--- config.mk ---
export PLATFORM = sky130hd
export DESIGN_NAME = alu_seq16
export DESIGN_NICKNAME = d
export VERILOG_FILES = /design/src/rtl/alu_seq16.sv
export SDC_FILE = /design/constraint.sdc
export NUM_CORES = 1
export LEC_CHECK = 0
export CAP_MARGIN = 25
export CORE_ASPECT_RATIO = 1.2
export CORE_MARGIN = 8
export CORE_UTILIZATION = 40
export CTS_CLUSTER_SIZE = 14
export DETAILED_ROUTE_END_ITERATION = 10
export GPL_ROUTABILITY_DRIVEN = 0
export GPL_TIMING_DRIVEN = 0
export PLACE_DENSITY = 0.79
export SLEW_MARGIN = 10
export SYNTH_ARGS = -nofsm -noshare
export SYNTH_HDL_FRONTEND = slang
export SYNTH_SLANG_ARGS = --single-unit
--- constraint.sdc ---
create_clock -name clk -period 1.95 [get_ports clk]
set_input_delay 0.2925 -clock clk [delete_from_list [all_inputs] [get_ports clk]]
set_output_delay 0.2925 -clock clk [all_outputs]
set_load 0.01 [all_outputs]
--- src/rtl/alu_seq16.sv ---
// alu_seq16 -- 16-bit operation sequencer in front of a combinational 8-bit ALU.
//
// Accepts one 16-bit request (valid/ready), runs it as byte-wide ALU passes
// (LO then HI, repeated once per shifted bit), chains carries and shift bits
// between passes, and presents a registered result (valid/ready).
//
// Ports
//   clk, rst_n                 clock, asynchronous active-low reset
//   req_valid/req_ready        request handshake (ready == FSM in IDLE)
//   req_op                     0 ADD, 1 XOR, 2 NOT, 3 CMP, 4 SHL, 5 SHR, 6-7 illegal
//   op_a, op_b, sh_amt         operands and shift count
//   rsp_valid/rsp_ready        response handshake
//   result, carry, gt, eq, err response word and flags
//   aluop, mode, dat_a, dat_b, sci, ci, odd   ALU drive
//   rslt, sco, co, alu_gt, alu_eq             ALU returns
//
// Build option: ALU_SEQ_SHIFT_EN enables SHL/SHR. Without it ops 4/5 are
// illegal, sh_amt is ignored and the shift counter/chaining logic is absent.
module alu_seq16 (
  input  logic        clk,
  input  logic        rst_n,
  input  logic        req_valid,
  output logic        req_ready,
  input  logic [2:0]  req_op,
  input  logic [15:0] op_a,
  input  logic [15:0] op_b,
  input  logic [3:0]  sh_amt,
  output logic        rsp_valid,
  input  logic        rsp_ready,
  output logic [15:0] result,
  output logic        carry,
  output logic        gt,
  output logic        eq,
  output logic        err,
  output logic [2:0]  aluop,
  output logic [1:0]  mode,
  output logic [7:0]  dat_a,
  output logic [7:0]  dat_b,
  output logic        sci,
  output logic        ci,
  output logic        odd,
  input  logic [7:0]  rslt,
  input  logic        sco,
  input  logic        co,
  input  logic        alu_gt,
  input  logic        alu_eq
);

  localparam logic [2:0] OP_ADD = 3'd0, OP_XOR = 3'd1, OP_NOT = 3'd2,
                         OP_CMP = 3'd3, OP_SHL = 3'd4, OP_SHR = 3'd5;

  typedef enum logic [1:0] {S_IDLE, S_LO, S_HI, S_DONE} state_t;

  typedef struct packed {
    logic [2:0]  op;
    logic [15:0] a;   // working word for shifts
    logic [15:0] b;
  } req_t;

  state_t     state_q, state_d;
  req_t       req_q;
  logic [7:0] p1_q;     // first-pass ALU result
  logic       co_q, gt_lo_q, eq_lo_q;
  logic       legal, zero_shift, hi_pass;

`ifdef ALU_SEQ_SHIFT_EN
  logic [3:0]  cnt_q;
  logic        sco_q;
  logic        shift_q;
  logic [15:0] shl_word, shr_word;

  assign legal      = (req_op <= OP_SHR);
  assign zero_shift = ((req_op == OP_SHL) || (req_op == OP_SHR)) && (sh_amt == 4'd0);
  assign shift_q    = (req_q.op == OP_SHL) || (req_q.op == OP_SHR);
  // SHL: lo-pass SCo feeds hi byte bit0.
  assign shl_word   = {rslt[7:1], sco_q, p1_q};
  // SHR: LO pass ran on the hi byte, so p1_q is the new hi byte; the bit
  // leaving the hi byte enters lo byte bit7.
  assign shr_word   = {p1_q, req_q.a[8], rslt[6:0]};
`else
  logic unused;
  assign unused     = ^{sh_amt, sco};
  assign legal      = (req_op <= OP_CMP);
  assign zero_shift = 1'b0;
`endif

  assign req_ready = (state_q == S_IDLE);
  assign rsp_valid = (state_q == S_DONE);

  always_ff @(posedge clk or negedge rst_n)
    if (!rst_n) state_q <= S_IDLE;
    else        state_q <= state_d;

  always_comb begin
    state_d = state_q;
    case (state_q)
      S_IDLE: if (req_valid) state_d = (!legal || zero_shift) ? S_DONE : S_LO;
      S_LO:   state_d = S_HI;
      S_HI: begin
        state_d = S_DONE;
`ifdef ALU_SEQ_SHIFT_EN
        if (shift_q && cnt_q != 4'd1) state_d = S_LO;
`endif
      end
      S_DONE: if (rsp_ready) state_d = S_IDLE;
      default: state_d = S_IDLE;
    endcase
  end

  // ALU drive: idle pattern outside LO/HI
  always_comb begin
    aluop   = 3'b010;
    mode    = 2'b00;
    dat_a   = 8'h00;
    dat_b   = 8'h00;
    sci     = 1'b0;
    ci      = 1'b0;
    odd     = 1'b0;
    hi_pass = (state_q == S_HI);
`ifdef ALU_SEQ_SHIFT_EN
    if (req_q.op == OP_SHR) hi_pass = (state_q == S_LO);
`endif
    if (state_q == S_LO || state_q == S_HI) begin
      dat_a = hi_pass ? req_q.a[15:8] : req_q.a[7:0];
      case (req_q.op)
        OP_ADD, OP_CMP: begin
          aluop = 3'b000;
          dat_b = hi_pass ? req_q.b[15:8] : req_q.b[7:0];
          ci    = (state_q == S_HI) ? co_q : 1'b0;
        end
        OP_XOR: begin
          aluop = 3'b001;
          dat_b = hi_pass ? req_q.b[15:8] : req_q.b[7:0];
        end
        OP_NOT: begin aluop = 3'b101; mode = 2'b01; end
`ifdef ALU_SEQ_SHIFT_EN
        OP_SHL: begin aluop = 3'b101; mode = 2'b00; end
        OP_SHR: begin aluop = 3'b101; mode = 2'b10; end
`endif
        default: begin aluop = 3'b010; dat_a = 8'h00; end
      endcase
    end
  end

  always_ff @(posedge clk or negedge rst_n) begin
    if (!rst_n) begin
      req_q   <= '0;
      p1_q    <= 8'h00;
      co_q    <= 1'b0;
      gt_lo_q <= 1'b0;
      eq_lo_q <= 1'b0;
      result  <= 16'h0000;
      carry   <= 1'b0;
      gt      <= 1'b0;
      eq      <= 1'b0;
      err     <= 1'b0;
`ifdef ALU_SEQ_SHIFT_EN
      cnt_q   <= 4'd0;
      sco_q   <= 1'b0;
`endif
    end else begin
      case (state_q)
        S_IDLE: if (req_valid) begin
          req_q  <= '{op: req_op, a: op_a, b: op_b};
          result <= zero_shift ? op_a : 16'h0000;
          carry  <= 1'b0;
          gt     <= 1'b0;
          eq     <= 1'b0;
          err    <= !legal;
`ifdef ALU_SEQ_SHIFT_EN
          cnt_q  <= sh_amt;
`endif
        end
        S_LO: begin
          p1_q    <= rslt;
          co_q    <= co;
          gt_lo_q <= alu_gt;
          eq_lo_q <= alu_eq;
`ifdef ALU_SEQ_SHIFT_EN
          sco_q   <= sco;
`endif
        end
        S_HI: begin
          case (req_q.op)
            OP_ADD: begin result <= {rslt, p1_q}; carry <= co; end
            OP_XOR, OP_NOT: result <= {rslt, p1_q};
            OP_CMP: begin
              gt <= alu_gt | (alu_eq & gt_lo_q);
              eq <= alu_eq & eq_lo_q;
            end
`ifdef ALU_SEQ_SHIFT_EN
            OP_SHL: begin
              req_q.a <= shl_word;
              cnt_q   <= cnt_q - 4'd1;
              if (cnt_q == 4'd1) begin result <= shl_word; carry <= sco; end
            end
            OP_SHR: begin
              req_q.a <= shr_word;
              cnt_q   <= cnt_q - 4'd1;
              if (cnt_q == 4'd1) begin result <= shr_word; carry <= req_q.a[0]; end
            end
`endif
            default: ;
          endcase
        end
        default: ;
      endcase
    end
  end

endmodule

==> metrics.md, run 1 <==
| Metric | Value |
|---|---|
| Root Driver | `clkbuf_8` |
| Synth unique cells | `39` |
| CTS Buf Count | `9` |
| Final Hold Viols | `0` |
| Initial DRC count | `62` |
| Port-buffer cells | `91` |
| WHS Endpoint | `err` |
| FF-to-FF path depth | `6` |
| Setup Total Neg Slack | `-0.351 ns` |
| Synth async-reset ratio | `100%` |
| Clk_skew | `0.0121 ns` |
| Max-slew violations | `0` |
| Remaining antenna violation count | `0` |
| Placed Instances | `422` |
| I/O Pins | `between 100 and 150` |
| Nets | `419` |
| Status | `finished with violations` |
| Top fanout value on the critical path | `9` |
| Dpl hpwl | `5560 µm` |
| CP max-delay cell | `dfrtp_1` |
| Global-route wire length before repair | `around 13,000 µm` |
| Sw power | `roughly 2800 µW` |
| Post-Syn Area | `0.00306 mm²` |
| Flops & latches, synth | `68` |
| Slowest stage delay, CP | `0.41 ns` |
| CP Capture Type | `output pin` |
| CP required | `1.66 ns` |
| Row count | `35` |
| Final instance area | `0.00464 mm²` |
| Detailed Route WL | `7870 µm` |
| Instance area at placement | `0.00412 mm²` |
| Most used DFF post-synth | `dfrtp_1` |
| Sequential share of power | `30.9%` |
| Worst reg2reg path endpoint | `req_q[14]` |
| HP Class | `input port to register` |
| Clk network pwr share | `16.0%` |
| Seq/Total Area, Yosys | `55.7%` |
| RSZ-0062 raised after global routing | `yes` |
| Die Area | `0.0107 mm²` |
| Clock Latency Late Sink | `0.34 ns` |
| Antenna Cells | `0` |
| Worst Setup Start Kind | `register` |
| FF-to-FF setup slack | `around 0.17 ns` |
| Max clock buf depth | `2` |
| CTS tree | `built` |
| Peak supply drop | `0.898 mV` |
| Initial antenna violation count | `0` |
| Tmin final | `2.03 ns` |
| Max cap viols | `0` |
| Vias in the first global route | `about 2,500` |
| Failing checks | `setup timing` |
| Final std cells w/o fill | `456` |
| CTS Sinks | `68` |
| CP Class | `register to output pin` |
| Core area | `0.00753 mm²` |
| Pwr Density | `1710 mW/mm²` |
| Internal power | `5130 µW` |
| Die Y | `about 110 µm` |
| H-tree lvl count | `3` |
| Area delta synth->final | `51.7%` |
| DR WL/cell | `17.3 µm` |
| Number of synthesized flops with an enable pin | `0` |
| Combinational power share | `53.2%` |
| DR vias/cell | `between 5 and 6` |
| Crit-path cells | `buf_6 > ha_4 > buf_12 > buf_6 > mux2i_4 > nor2_4 > buf_6` |
| Via Count | `2,292` |
| Synth top area share | `55.7%` |
| GR Util All Layers | `15.1%` |
| Synth warn | `0` |
| Top cells by area, synth | `dfrtp_1 (56%), mux2_1 (13%), mux2i_1 (5.9%)` |
| Cell mode on critical path | `buf_6` |
| Starting Density | `around 41%` |
| Largest net degree at the start of global routing | `52` |
| Sw Share | `between 30% and 40%` |
| Hold Path Stages | `3` |
| Hold path start | `req_valid` |
| Synth area leader | `dfrtp_1` |
| P_leak | `0.00207 µW` |
| First-pass DRT Iterations | `4` |
| DRC | `0` |
| Most frequent cells in the layout | `dfrtp_1 (68), clkdlybuf4s50_1 (68), mux2_1 (36), buf_4 (19), buf_2 (18)` |
| Fmax | `~490 MHz` |
| GRT overflow | `0` |
| WP data arrival | `1.74 ns` |
| Setup violations, final | `11` |
| Final period util | `104%` |
| Post-Synthesis Cells | `about 240` |
| Clock slew at reported path FFs | `0.07 ns` |
| Reg2Reg Launch Point | `state_q[1]` |
| Share of layout cells above drive strength 1 | `approximately 28%` |
| Pre-CTS setup slack | `-0.419 ns` |
| Die extent in x | `about 96 µm` |
| Syn avg cell area | `between 10 and 15 µm²` |
| Worst setup margin | `-0.0845 ns` |
==> metal layers <==
metal	GRT usage [%]	routed length (µm)	vias up
met5	0	0	-
met4	4.73	87	0
met3	7.00	728	8
met2	24.1	3860	77
met1	17.4	3190	1134
li1	-	-	1073
==> synth_stat cells (2+ instances only) <==
cell type / number
nor4b_1: 2
nand2_1: 5
o21ai_1: 3
nor2b_1: 2
a21oi_1: 4
a22o_1: 16
buf_2: 8
nand2b_1: 5
buf_4: 5
ha_1: 4
inv_1: 5
dfrtp_1: 68
a31oi_1: 2
nand3_1: 3
mux2_2: 8
o21ai_0: 2
mux2_1: 36
nor2_1: 20
mux2i_1: 18
==> registers in the layout, summed over array words and instances (netlist names) <==
name	flops
carry	1
co_q	1
eq	1
eq_lo_q	1
err	1
gt	1
gt_lo_q	1
p1_q	8
req_q	35
result	16
state_q	2
==> metrics by stage <==
step	hold slack, ns	power [µW]	util [%]
final	0.334	7910	61.6
after global routing	0.332	8430	61.6
after CTS	0.320	7420	59.4
after detailed placement	0.186	5790	54.6
after global placement	0.464	5660	54.3
after floorplan	-0.00309	4320	-
==> cell families (layout without fill, tap and decap cells) <==
group / count (synthesis) / in the layout / synth area share [%]
simple gates: 45 / 45 / 7.86
fa+ha+maj: 4 / 4 / 1.64
flops: 68 / 68 / 55.7
compound gates: 33 / 33 / 8.43
xor+xnor: 1 / 1 / 0.287
other cells: 1 / 3 / 0.123
mux: 62 / 62 / 22.1
buf+inv: 22 / 148 / 3.89
==> repair_timing <==
item,4_1_cts,5_1_grt
hold buffers,1,0
setup endpoints to repair,21,21
setup buffers,10,8
resized for setup,104,29
endpoints found under the hold margin,17,0
cloned,1,1
pin swaps,3,7
==> worst max-delay path by stage <==
stage	start	endpoint	slack, ns	cells past startpoint
detailed placement	state_q[0]	aluop[1]	-0.42	5
global route	state_q[1]	dat_b[5]	-0.15	7
floorplan	state_q[0]	req_q[10]	0.28	6
CTS	state_q[0]	dat_a[1]	-0.08	7
global placement	rst_n	req_q[25]	-1.73	1
finish	state_q[1]	dat_b[5]	-0.08	7
==> power by group through the flow <==
stage | registers (µW) | clock network, µW | logic [µW]
6_report | 2440 | 1260 | 4210
5_1_grt | 2530 | 1360 | 4540
4_1_cts | 2410 | 1290 | 3710
3_5_place_dp | 2440 | 0 | 3350
3_3_place_gp | 2400 | 0 | 3260
2_1_floorplan | 2390 | 0 | 1930
==> layout make-up <==
type | instances | area (µm²)
Fill cell | 624 | 2890
Sequential cell | 68 | 1700
Multi-Input combinational cell | 148 | 1370
Timing Repair Buffer | 113 | 1080
Clock buffer | 11 | 141
Buffer | 14 | 129
Tap cell | 92 | 115
Clock inverter | 4 | 73.8
Inverter | 6 | 22.5
==> critical path: cells and delay by family, from the launching register on <==
family / cells / cell delay (ns)
multiplexers: 1 / 0.18
adder cells (fa/ha/maj): 1 / 0.19
AND/OR/NAND/NOR: 1 / 0.11
flip-flops: 1 / 0.41
buffers and inverters: 4 / 0.51
Note: power is estimated with default switching activity, not from simulation.
==> run 2, diff against run 1 <==
--- a/config.mk
+++ b/config.mk
@@ -9,11 +9,12 @@
 export CORE_ASPECT_RATIO = 1.2
 export CORE_MARGIN = 8
 export CORE_UTILIZATION = 40
-export CTS_CLUSTER_SIZE = 14
+export CTS_CLUSTER_DIAMETER = 80
 export DETAILED_ROUTE_END_ITERATION = 10
 export GPL_ROUTABILITY_DRIVEN = 0
 export GPL_TIMING_DRIVEN = 0
 export PLACE_DENSITY = 0.79
+export SKIP_LAST_GASP = 1
 export SLEW_MARGIN = 10
 export SYNTH_ARGS = -nofsm -noshare
 export SYNTH_HDL_FRONTEND = slang
==> metrics.md, run 2 (same netlist as run 1, synthesis figures left out) <==
| Metric | Value |
|---|---|
| Status | `finished with violations` |
| Failing checks | `setup timing` |
| Clk network pwr share | `16.4%` |
| Die Area | `approximately 0.011 mm²` |
| Setup Total Neg Slack | `-0.475 ns` |
| Combinational power share | `51.7%` |
| Max clock buf depth | `2` |
| P_leak | `slightly above 0.002 µW` |
| CP required | `between 1.5 and 2 ns` |
| Biggest regs | `req_q: 35 flops, result: 16 flops, p1_q: 8 flops` |
| Tmin final | `2.05 ns` |
| RSZ-0062 raised after global routing | `yes` |
| Internal power | `4970 µW` |
| Port-buffer cells | `91` |
| Clock slew at reported path FFs | `roughly 0.070 ns` |
| Core Util, Final | `61.0%` |
| Worst Setup Start Kind | `register` |
| Max reg flops | `35` |
| Final std cells w/o fill | `450` |
| Remaining antenna violation count | `0` |
| Min Hold Slack | `0.343 ns` |
| Share of layout cells above drive strength 1 | `26.5%` |
| Nets | `413` |
| Setup violations, final | `10` |
| Sw Share | `35.6%` |
| Die extent in x | `95.8 µm` |
| Pwr Density | `1680 mW/mm²` |
| CTS tree | `built` |
| Sw power | `~2800 µW` |
| CP Class | `register to output pin` |
| CP Launch Point | `state_q[0]` |
| Peak supply drop | `0.946 mV` |
| Sequential share of power | `31.9%` |
| First-pass DRT Iterations | `4` |
| Detailed Route WL | `7950 µm` |
| DRC | `0` |
| Row count | `35` |
| Initial DRC count | `around 60` |
| Final period util | `105%` |
| Total design power | `~7700 µW` |
| Max-slew violations | `0` |
| Most frequent cells in the layout | `dfrtp_1 (68), clkdlybuf4s50_1 (68), mux2_1 (36), a22o_1 (16)` |
| CP Capture Type | `output pin` |
| Core area | `0.00753 mm²` |
| Clock Latency Late Sink | `about 0.34 ns` |
| CTS Sinks | `68` |
| Via Count | `roughly 2,300` |
| Initial antenna violation count | `0` |
| HP Class | `input port to register` |
| Hold Path Stages | `3` |
| CTS Buf Count | `9` |
| Biggest register | `req_q` |
| Starting Density | `40.6%` |
| DR vias/cell | `between 5 and 6` |
| WP data arrival | `1.76 ns` |
| GRT overflow | `0` |
| Root Driver | `clkbuf_8` |
| Global-route wire length before repair | `12,700 µm` |
| H-tree lvl count | `3` |
| Final Hold Viols | `0` |
| Reg2Reg Launch Point | `state_q[1]` |
| Dpl hpwl | `5560 µm` |
| Worst setup margin | `-0.0975 ns` |
| FF-to-FF path depth | `6` |
| Hold path start | `req_valid` |
| Fmax | `488 MHz` |
| DR WL/cell | `17.7 µm` |
| Placed Instances | `422` |
| Antenna Cells | `0` |
| Die Y | `roughly 110 µm` |
| Area delta synth->final | `50.2%` |
| GR Util All Layers | `between 10% and 20%` |
| Max cap viols | `0` |
| I/O Pins | `101` |
| Largest net degree at the start of global routing | `between 50 and 60` |
| Vias in the first global route | `2,517` |
| Clk_skew | `roughly 0.012 ns` |
| Top fanout value on the critical path | `7` |
run 2: cell types whose count changed in the layout (fill, tap and decap cells not counted), moves of 2 or more:
cell | previous run | this run
buf_2 | 18 | 13
buf_4 | 19 | 14
clkbuf_2 | 3 | 7
nor2_2 | 5 | 2
mux2i_4 | 2 | 4
nor2_1 | 12 | 14
run 2: final cells by class:
cell class | instances | area, µm²
tap | 92 | 115
fill | 631 | 2940
clock inverter | 4 | 73.8
clock buffer | 11 | 141
multi-input combinational | 148 | 1380
inverter | 6 | 22.5
buffer | 15 | 140
timing repair buffer | 106 | 1010
sequential | 68 | 1700
run 2: power groups by stage:
stage                     sequential (µW)  clock, µW  combinational (µW)
after global placement               2400          0                3260
after floorplan                      2390          0                1930
after CTS                            2410       1290                3700
after global routing                 2550       1360                4320
after detailed placement             2440          0                3350
final                                2460       1270                3990
run 2: per-stage QoR:
step                cell area (µm²)  worst slack (ns)
floorplan                      3060             0.277
global placement               4090             -1.73
detailed placement             4120            -0.419
CTS                            4470            -0.141
global route                   4590            -0.177
finish                         4590           -0.0975
run 2: what timing repair did:
action,4_1_cts,5_1_grt
endpoints found under the setup margin,21,20
cloned,1,1
buffers inserted,10,2
endpoints found under the hold margin,17,0
hold buffers,1,0
gates resized for setup,78,46
pin swaps,3,7
run 2: final timing paths:
check | slack [ns] | end
max reg2reg | 0.14 | req_q[12]
min in group asynchronous | 0.38 | result[2]
min | 0.34 | err
min reg2reg | 0.49 | p1_q[1]
max in group asynchronous | 1.04 | state_q[1]
max | -0.1 | dat_b[5]
run 2: metal layers:
metal / vias to the layer above / track usage [%] / share of wire (%)
li1: 1062 / - / -
met1: 1142 / 17.4 / 39
met2: 77 / 24.3 / 50
met3: 9 / 7.13 / 9.0
met4: 0 / 4.11 / 1.3
met5: - / 0 / 0
run 2: critical path, cell delays in order (launching register included):
cell and delay [ns]:
dfrtp_1 0.38, inv_2 0.11, ha_4 0.15, buf_8 0.14, clkbuf_16 0.14, buf_6 0.10, mux2i_1 0.22, nor2_2 0.04
buf_2 0.14
==> run 3, diff against run 2 <==
--- a/config.mk
+++ b/config.mk
@@ -6,14 +6,16 @@
 export NUM_CORES = 1
 export LEC_CHECK = 0
 export CAP_MARGIN = 25
+export CELL_PAD_IN_SITES_DETAIL_PLACEMENT = 1
+export CELL_PAD_IN_SITES_GLOBAL_PLACEMENT = 2
 export CORE_ASPECT_RATIO = 1.2
 export CORE_MARGIN = 8
-export CORE_UTILIZATION = 40
+export CORE_UTILIZATION = 29
 export CTS_CLUSTER_DIAMETER = 80
 export DETAILED_ROUTE_END_ITERATION = 10
 export GPL_ROUTABILITY_DRIVEN = 0
 export GPL_TIMING_DRIVEN = 0
-export PLACE_DENSITY = 0.79
+export PLACE_DENSITY = 0.87
 export SKIP_LAST_GASP = 1
 export SLEW_MARGIN = 10
 export SYNTH_ARGS = -nofsm -noshare
==> metrics.md, run 3 (same netlist as run 1, synthesis figures left out) <==
| Metric | Value |
|---|---|
| H-tree lvl count | `3` |
| CTS tree | `built` |
| Peak supply drop | `0.600 mV` |
| I/O Pins | `101` |
| Final instance area | `0.00460 mm²` |
| Nets | `about 410` |
| Relative slew margins | `between 60% and 70%` |
| Placed Instances | `459` |
| Row count | `41` |
| DRC | `0` |
| Core area | `0.0104 mm²` |
| Root Driver | `clkbuf_16` |
| HP Class | `input port to register` |
| Top fanout value on the critical path | `6` |
| First-pass DRT Iterations | `4` |
| Clock slew at reported path FFs | `about 0.050 ns` |
| Setup violations, final | `4` |
| Worst setup margin | `-0.0297 ns` |
| Core Util, Final | `roughly 44%` |
| WP data arrival | `1.69 ns` |
| Dpl hpwl | `6340 µm` |
| Max-slew violations | `0` |
| CTS Buf Count | `9` |
| Detailed Route WL | `between 8000 and 9000 µm` |
| Max clock buf depth | `2` |
| Final std cells w/o fill | `slightly below 500` |
| Worst Max-Slew Pin Slew | `0.537 ns` |
| Fillers | `1,119` |
| Final period util | `102%` |
| Vias in the first global route | `2,604` |
| Remaining antenna violation count | `0` |
| Initial DRC count | `32` |
| CTS Sinks | `68` |
| GRT overflow | `0` |
| Total design power | `7720 µW` |
| Register Area | `about 0.0017 mm²` |
| Clk_skew | `0.00418 ns` |
| Die Y | `128 µm` |
| Status | `finished with violations` |
| Port-buffer cells | `about 90` |
| Most frequent cells in the layout | `dfrtp_1 (68), clkdlybuf4s50_1 (68), mux2_1 (36), buf_2 (21), nor2_1 (20)` |
| CP Class | `register to output pin` |
| DR vias/cell | `roughly 4.7` |
| Pwr Density | `1680 mW/mm²` |
| Global-route wire length before repair | `between 10,000 and 15,000 µm` |
| CP Capture Type | `output pin` |
| Tmin final | `slightly below 2 ns` |
| Final Hold Viols | `0` |
| Clock Latency Late Sink | `between 0.3 and 0.4 ns` |
| Fmax | `505 MHz` |
| Max cap viols | `0` |
| DR WL/cell | `18.1 µm` |
| Antenna Cells | `0` |
| Die Area | `0.0141 mm²` |
| Failing checks | `setup timing` |
| Biggest register | `req_q` |
| CP required | `between 1.5 and 2 ns` |
| Min Hold Slack | `0.356 ns` |
| Via Count | `2,286` |
| Starting Density | `29.4%` |
| GR Util All Layers | `13.3%` |
| P_leak | `0.00207 µW` |
| RSZ-0062 raised after global routing | `yes` |
| Worst Setup Start Kind | `register` |
| Instance area at placement | `0.00415 mm²` |
| Area delta synth->final | `50.5%` |
| Biggest regs | `req_q: 35 flops, result: 16 flops, p1_q: 8 flops` |
| Share of layout cells above drive strength 1 | `between 20 and 25%` |
| Die extent in x | `110 µm` |
| Initial antenna violation count | `0` |
| Max reg flops | `35` |
| Multi-input gate area | `~0.0013 mm²` |
| Largest net degree at the start of global routing | `38` |
-- run 3: cell types whose count changed in the layout (fill, tap and decap cells not counted), sizes merged --
cell	delta
buf	+5
clkbuf	-4
bufinv	-1
clkinv	+1
-- run 3: critical path, stage by stage (launching register included) --
cell and delay (ns):
dfrtp_1 0.39, buf_6 0.13, ha_4 0.20, buf_12 0.14
buf_16 0.12, mux2i_1 0.11, nor2_1 0.11, buf_2 0.15
-- run 3: area by class of cell --
type	count	area share, %
timing repair buffer	107	21.8
multi-input combinational	148	28.0
tap	129	3.51
buffer	14	2.72
inverter	6	0.490
sequential	68	37.0
clock buffer	12	5.36
clock inverter	4	1.06
-- run 3: routing by layer --
layer  track usage, %  routed length (µm)  vias to the layer above
met2             21.5                4220                       70
met5                0                   0                        -
li1                 -                   -                     1060
met1             15.5                3690                     1148
met4             3.34                  84                        0
met3             6.30                 842                        8
-- run 3: power by group --
group | switching [µW] | internal, µW
registers | 369 | 2050
logic | 1730 | 1960
clock network | 583 | 1020
total | 2690 | 5030
-- run 3: path summary, 6_finish.rpt --
| path | startpoint | to | slack (ns) | depth (start not counted) |
|---|---|---|---|---|
| worst max-delay path | state_q[1] | dat_b[3] | -0.03 | 7 |
| worst min-delay path | req_valid | req_q[34] | 0.36 | 3 |
| worst max register to register | state_q[1] | req_q[25] | 0.12 | 6 |
| worst min register to register | req_q[6] | req_q[6] | 0.49 | 1 |
| max in group asynchronous | rst_n | req_q[21] | 0.93 | 3 |
| min in group asynchronous | rst_n | result[5] | 0.46 | 2 |
-- run 3: repair_timing --
action                                  in CTS  in global routing
cloned                                       2                  0
setup buffers                                7                  6
pin swaps                                    0                  5
hold endpoints to repair                    31                  0
resized for setup                           80                 24
endpoints found under the setup margin      22                 21
hold buffers                                 1                  0
-- run 3: per-stage QoR --
stage          setup WS (ns)  TNS (ns)
2_1_floorplan          0.277         0
5_1_grt               -0.110     -1.24
4_1_cts               -0.146     -1.54
3_3_place_gp           -1.81   -130.45
3_5_place_dp          -0.468     -7.86
6_report             -0.0297   -0.0671
==> RTL edit 1 (settings of run 2) <==
Add a define of `ALU_SEQ_SHIFT_EN`.
--- a/src/rtl/alu_seq16.sv
+++ b/src/rtl/alu_seq16.sv
@@ -16,6 +16,8 @@
 //
 // Build option: ALU_SEQ_SHIFT_EN enables SHL/SHR. Without it ops 4/5 are
 // illegal, sh_amt is ignored and the shift counter/chaining logic is absent.
+`define ALU_SEQ_SHIFT_EN
+
 module alu_seq16 (
   input  logic        clk,
   input  logic        rst_n,
Function: changed (Yosys sat finds a counterexample within 4 cycles, from zero or initial values and one cycle with rst_n low).
==> RTL edit 1 against run 2 <==
- the flow still finishes with violations (setup timing)
- routed wire length up 48%
- total power up 19%
- count of clock-buffer cells in the layout down 1
- non-clock buffer count up 23
- synthesized area up 27%
- final area up 21%
- sequential cell count up 5
- worst setup slack worse by 0.18 ns
- critical endpoint is now dat_b[4]
- largest cell class is now multi-input gates
- highest routed layer unchanged
==> RTL edit 1: results (changes against run 2) <==
run status=finished, violations left (unchanged); failing checks=setup timing (unchanged); Sequential Power=2.54 mW (was 2.46 mW); Worst R2R Setup Slack=0.09 ns (was 0.14 ns); count of final setup violators=22 (was 10); Setup TNS=-4.36 ns (was -0.475 ns); CP arrival=1.93 ns (was 1.76 ns); worst vdd ir=0.827 mV (was 0.946 mV); Total GRT Usage=18.4% (was 15.1%); Worst R2R Path Depth=9 (was 6); Leak=2.58 nW (was 2.04 nW); share of cells above drive strength 1=27.5% (was 26.5%); sequential share of the synthesized area=47.0% (was 55.7%); most frequent cells after synthesis=dfrtp_1 (73), nand2_1 (58), a21oi_1 (40), mux2_2 (37), mux2i_1 (33) (was dfrtp_1 (68), mux2_1 (36), nor2_1 (20), mux2i_1 (18), a22o_1 (16)); post_cts resized=114 (was 78); top cells by area, synth=dfrtp_1 (47%), mux2_2 (11%), mux2i_1 (8.5%) (was dfrtp_1 (56%), mux2_1 (13%), mux2i_1 (5.9%)); Layout Cells excl Fill=640 (was 450); # port buffers=98 (was 91); postcts setup bufs=15 (was 10); Inst Count DP=606 (was 422); fillcell total=798 (was 631); first-pass GRT wire length=18800 um (was 12700 um); Seq pwr share=27.6% (was 31.9%); final net count=574 (was 413); hold wc startpoint=req_op[2] (was req_valid); sw frac=39.7% (was 35.6%); hold path cells=2 (was 3); vias per cell=5.35 (was 5.09); Worst Skew=0.00486 ns (was 0.0121 ns); Cell Area, Placed=0.00505 sq mm (was 0.00412 sq mm); Root Driver=clkbuf_16 (was clkbuf_8); hold_ws=0.311 ns (was 0.343 ns); RR Endpoint=req_q[23] (was req_q[12]); Final WS setup=-0.276 ns (was -0.0975 ns); hold path endpoint=req_q[34] (was err); routed len/inst=18.4 um (was 17.7 um); vias in the first global route=3676 (was 2517); synthesized area per cell=10.2 sq um (was 13.0 sq um); Place WS=-0.689 ns (was -0.419 ns)
## RTL edit 1: cell types whose count changed after synthesis, sizes merged, moves of 4 or more
cell	run 2	this run
nand2	6	58
a21oi	4	40
o21ai	5	39
a22o	16	0
mux2i	18	34
clkbuf	1	11
mux2	44	37
dfrtp	68	73
nand2b	5	0
inv	6	10
nor2	20	24
## RTL edit 1: layer usage
layer | share of wire [%] | track usage, % | vias up
met4 | 1.8 | 7.93 | 0
met1 | 40 | 21.1 | 1669
met2 | 50 | 31.1 | 139
li1 | - | - | 1599
met3 | 8.1 | 5.75 | 16
met5 | 0 | 0 | -
## RTL edit 1: cell families (layout without fill, tap and decap cells)
group,count (synthesis),count (layout),share of synthesized area [%]
other cells,1,2,0.0965
fa+ha+maj,7,7,2.25
simple gates,98,98,11.6
compound gates,95,96,14.0
mux,71,71,19.8
buf+inv,38,170,5.34
flops,73,73,47.0
## RTL edit 1: worst max-delay path by stage
| stage | start | end | slack (ns) | cells past startpoint |
|---|---|---|---|---|
| 2_1_floorplan | state_q[0] | ci | 0.09 | 7 |
| 3_3_place_gp | rst_n | req_q[12] | -1.90 | 1 |
| 3_5_place_dp | state_q[1] | dat_a[0] | -0.69 | 8 |
| 4_1_cts | req_q[34] | dat_a[3] | -0.34 | 9 |
| 5_1_grt | state_q[0] | dat_b[3] | -0.36 | 7 |
| 6_report | state_q[0] | dat_b[4] | -0.28 | 7 |
## RTL edit 1: cell type report
type	count	area, sq um	area share (%)
Clock inverter	6	66.3	1.19
Sequential cell	73	1830	32.9
Inverter	10	37.5	0.676
Clock buffer	10	239	4.31
Buffer	22	171	3.09
Multi-Input combinational cell	274	1950	35.1
Tap cell	123	154	2.77
Timing Repair Buffer	122	1100	19.9
==> RTL edit 2 (config.mk and constraints of run 2) <==
Made on the original files. Encoding of `state_t`: now one-hot (4 bits for 4 states).
--- a/src/rtl/alu_seq16.sv
+++ b/src/rtl/alu_seq16.sv
@@ -49,7 +49,7 @@
   localparam logic [2:0] OP_ADD = 3'd0, OP_XOR = 3'd1, OP_NOT = 3'd2,
                          OP_CMP = 3'd3, OP_SHL = 3'd4, OP_SHR = 3'd5;
 
-  typedef enum logic [1:0] {S_IDLE, S_LO, S_HI, S_DONE} state_t;
+  typedef enum logic [3:0] {S_IDLE = 4'b0001, S_LO = 4'b0010, S_HI = 4'b0100, S_DONE = 4'b1000} state_t;
 
   typedef struct packed {
     logic [2:0]  op;
Behaviour: no difference found for any inputs over 10 cycles, from zero or initial values and one cycle with rst_n low; not proved beyond that.
==> RTL edit 2 against run 2 <==
- the run still ends with setup timing left
- routed wire length up 21%
- global-route usage grew 1.0 points
- total power fell by 20%
- largest power group unchanged
- sequential cell count rose by 2
- core utilization increased by 6.5 points
- largest cell class unchanged
- via count grew 16%
- worst setup slack got worse by 0.15 ns
- final area up 13%
- sequential share of layout area down 3.3 points
- first-iteration DRC count rose by 8.5%
- synthesized area grew 4.5%
- count of clock-buffer cells in the layout fell by 2
==> RTL edit 2: results (changes against run 2) <==
most frequent cells after synthesis=dfrtp_1 (69), mux2_2 (36), nand2_1 (36), a21oi_1 (20), and3_1 (18) (was dfrtp_1 (68), mux2_1 (36), nor2_1 (20), mux2i_1 (18), a22o_1 (16)); sequential share of the synthesized area=54.9% (was 55.7%); Hold Crit Class=in2async (was in2reg); CP delay by family, top=simple AND/OR/NAND/NOR gates (was buffers and inverters); Place WS=-0.747 ns (was -0.419 ns); Setup TNS=-4.11 ns (was -0.475 ns); mux contribution to synthesized area=16.6% (was 22.1%); count of final setup violators=19 (was 10); # diodes=0 (unchanged); # port buffers=92 (was 91); Detail Placement HPWL=6070 um (was 5560 um); adder and majority cell fraction of the synthesized area=0% (was 1.64%); Worst R2R Path Depth=8 (was 6); XOR/XNOR Fraction of Synth Area=0.548% (was 0.287%); Initial DRC Count=64 (was 59); Max FO, Critical Path=5 (was 7); count of different cell masters after synthesis=35 (was 39); met2 wire length=4810 um (was 4000 um); Final WS setup=-0.249 ns (was -0.0975 ns); CP arrival=1.91 ns (was 1.76 ns); failing checks=setup timing (unchanged); routed len/inst=18.9 um (was 17.7 um); Total GRT Usage=16.2% (was 15.1%); fillcell total=577 (was 631); run status=finished, violations left (unchanged); top cells by area, synth=dfrtp_1 (54%), mux2_2 (13%), a31o_2 (4.4%) (was dfrtp_1 (56%), mux2_1 (13%), mux2i_1 (5.9%)); H-tree depth=3 (unchanged); share of cells above drive strength 1=48.9% (was 26.5%); max layer used=met4 (unchanged); Largest stage delay, worst path=0.58 ns (was 0.38 ns); M1 WL=3990 um (was 3130 um); CP max stage cell=or4b_4 (was dfrtp_1); Leak=2.40 nW (was 2.04 nW); Synth Area in Compound Gates=9.75% (was 8.43%); Worst Skew=0.00955 ns (was 0.0121 ns); DRC=0 (unchanged); YS warnings=0 (unchanged); Clk Latency, worst-skew pair=0.35 ns; first-pass GRT wire length=14400 um (was 12700 um); Met3 Wirelength=653 um (was 716 um); largest net degree at the start of global routing=48 (was 52); final net count=467 (was 413); worst vdd ir=0.685 mV (was 0.946 mV); vias per cell=5.22 (was 5.09); vias in the first global route=2834 (was 2517); Root Driver=clkbuf_8 (unchanged)
## RTL edit 2: cell count changes after synthesis, sizes merged, moves of 4 or more
cell | run 2 | this run
inv | 6 | 1
nand2 | 6 | 37
nor2 | 20 | 3
buf | 15 | 19
a22o | 16 | 0
and3 | 1 | 18
a21oi | 4 | 20
a31o | 0 | 16
mux2i | 18 | 0
ha | 4 | 0
o21ai | 5 | 1
nor3 | 1 | 6
## RTL edit 2: where the power goes
part	switching (mW)	leakage [nW]	internal, mW
Sequential	0.433	0.873	2.00
Clock	0.579	0.0960	0.594
Combinational	1.04	1.43	1.53
Total	2.05	2.40	4.12
## RTL edit 2: repair_timing
item | CTS | global route
endpoints found under the hold margin | 23 | 0
setup endpoints to repair | 43 | 62
buffers inserted | 21 | 14
cloned | 2 | 6
gates resized for setup | 132 | 81
pin swaps | 11 | 25
hold buffers | 1 | 0
## RTL edit 2: kinds of logic after synthesis
| logic type | Yosys count |
|---|---|
| and+or+nand+nor | 78 |
| DFF | 70 |
| muxes | 47 |
| AOI/OAI and AO/OA | 45 |
| buffers and inverters | 24 |
| xor gates and xnor gates | 2 |
| other | 1 |
## RTL edit 2: stage by stage
step,std cells,cell area [sq um]
after floorplan,269,3200
after global placement,453,4240
after detailed placement,454,4260
after CTS,493,4740
after global routing,509,5200
final,509,5200
## RTL edit 2: worst register-to-register path: cells and delay by family (launching register included)
kind | cells | cell delay, ns
mux | 1 | 0.31
flops | 1 | 0.38
simple gates | 2 | 0.36
buf+inv | 5 | 0.79
## RTL edit 2: routing by layer
layer | global-route usage, % | vias up
li1 | - | 1238
met1 | 18.7 | 1326
met2 | 26.1 | 78
met3 | 5.68 | 16
met4 | 7.79 | 0
met5 | 0 | -
## RTL edit 2: area by class of cell
cell class                 count  area [sq um]  share of cell area [%]
buffer                        20           221                    4.26
clock buffer                   9           124                    2.38
clock inverter                 7          72.6                    1.40
tap                           92           115                    2.21
multi-input combinational    176          1580                    30.4
sequential                    70          1750                    33.8
timing repair buffer         134          1330                    25.5
inverter                       1          3.75                  0.0722
## RTL edit 2: final timing paths
kind,slack [ns],start,end
worst max-delay path,-0.25,state_q[1],dat_a[0]
worst min-delay path,0.39,rst_n,result[6]
worst max register to register,0.01,state_q[3],req_q[23]
worst min register to register,0.50,req_q[15],req_q[15]
max in group asynchronous,0.96,rst_n,state_q[0]
min in group clk,0.50,req_q[15],req_q[15]
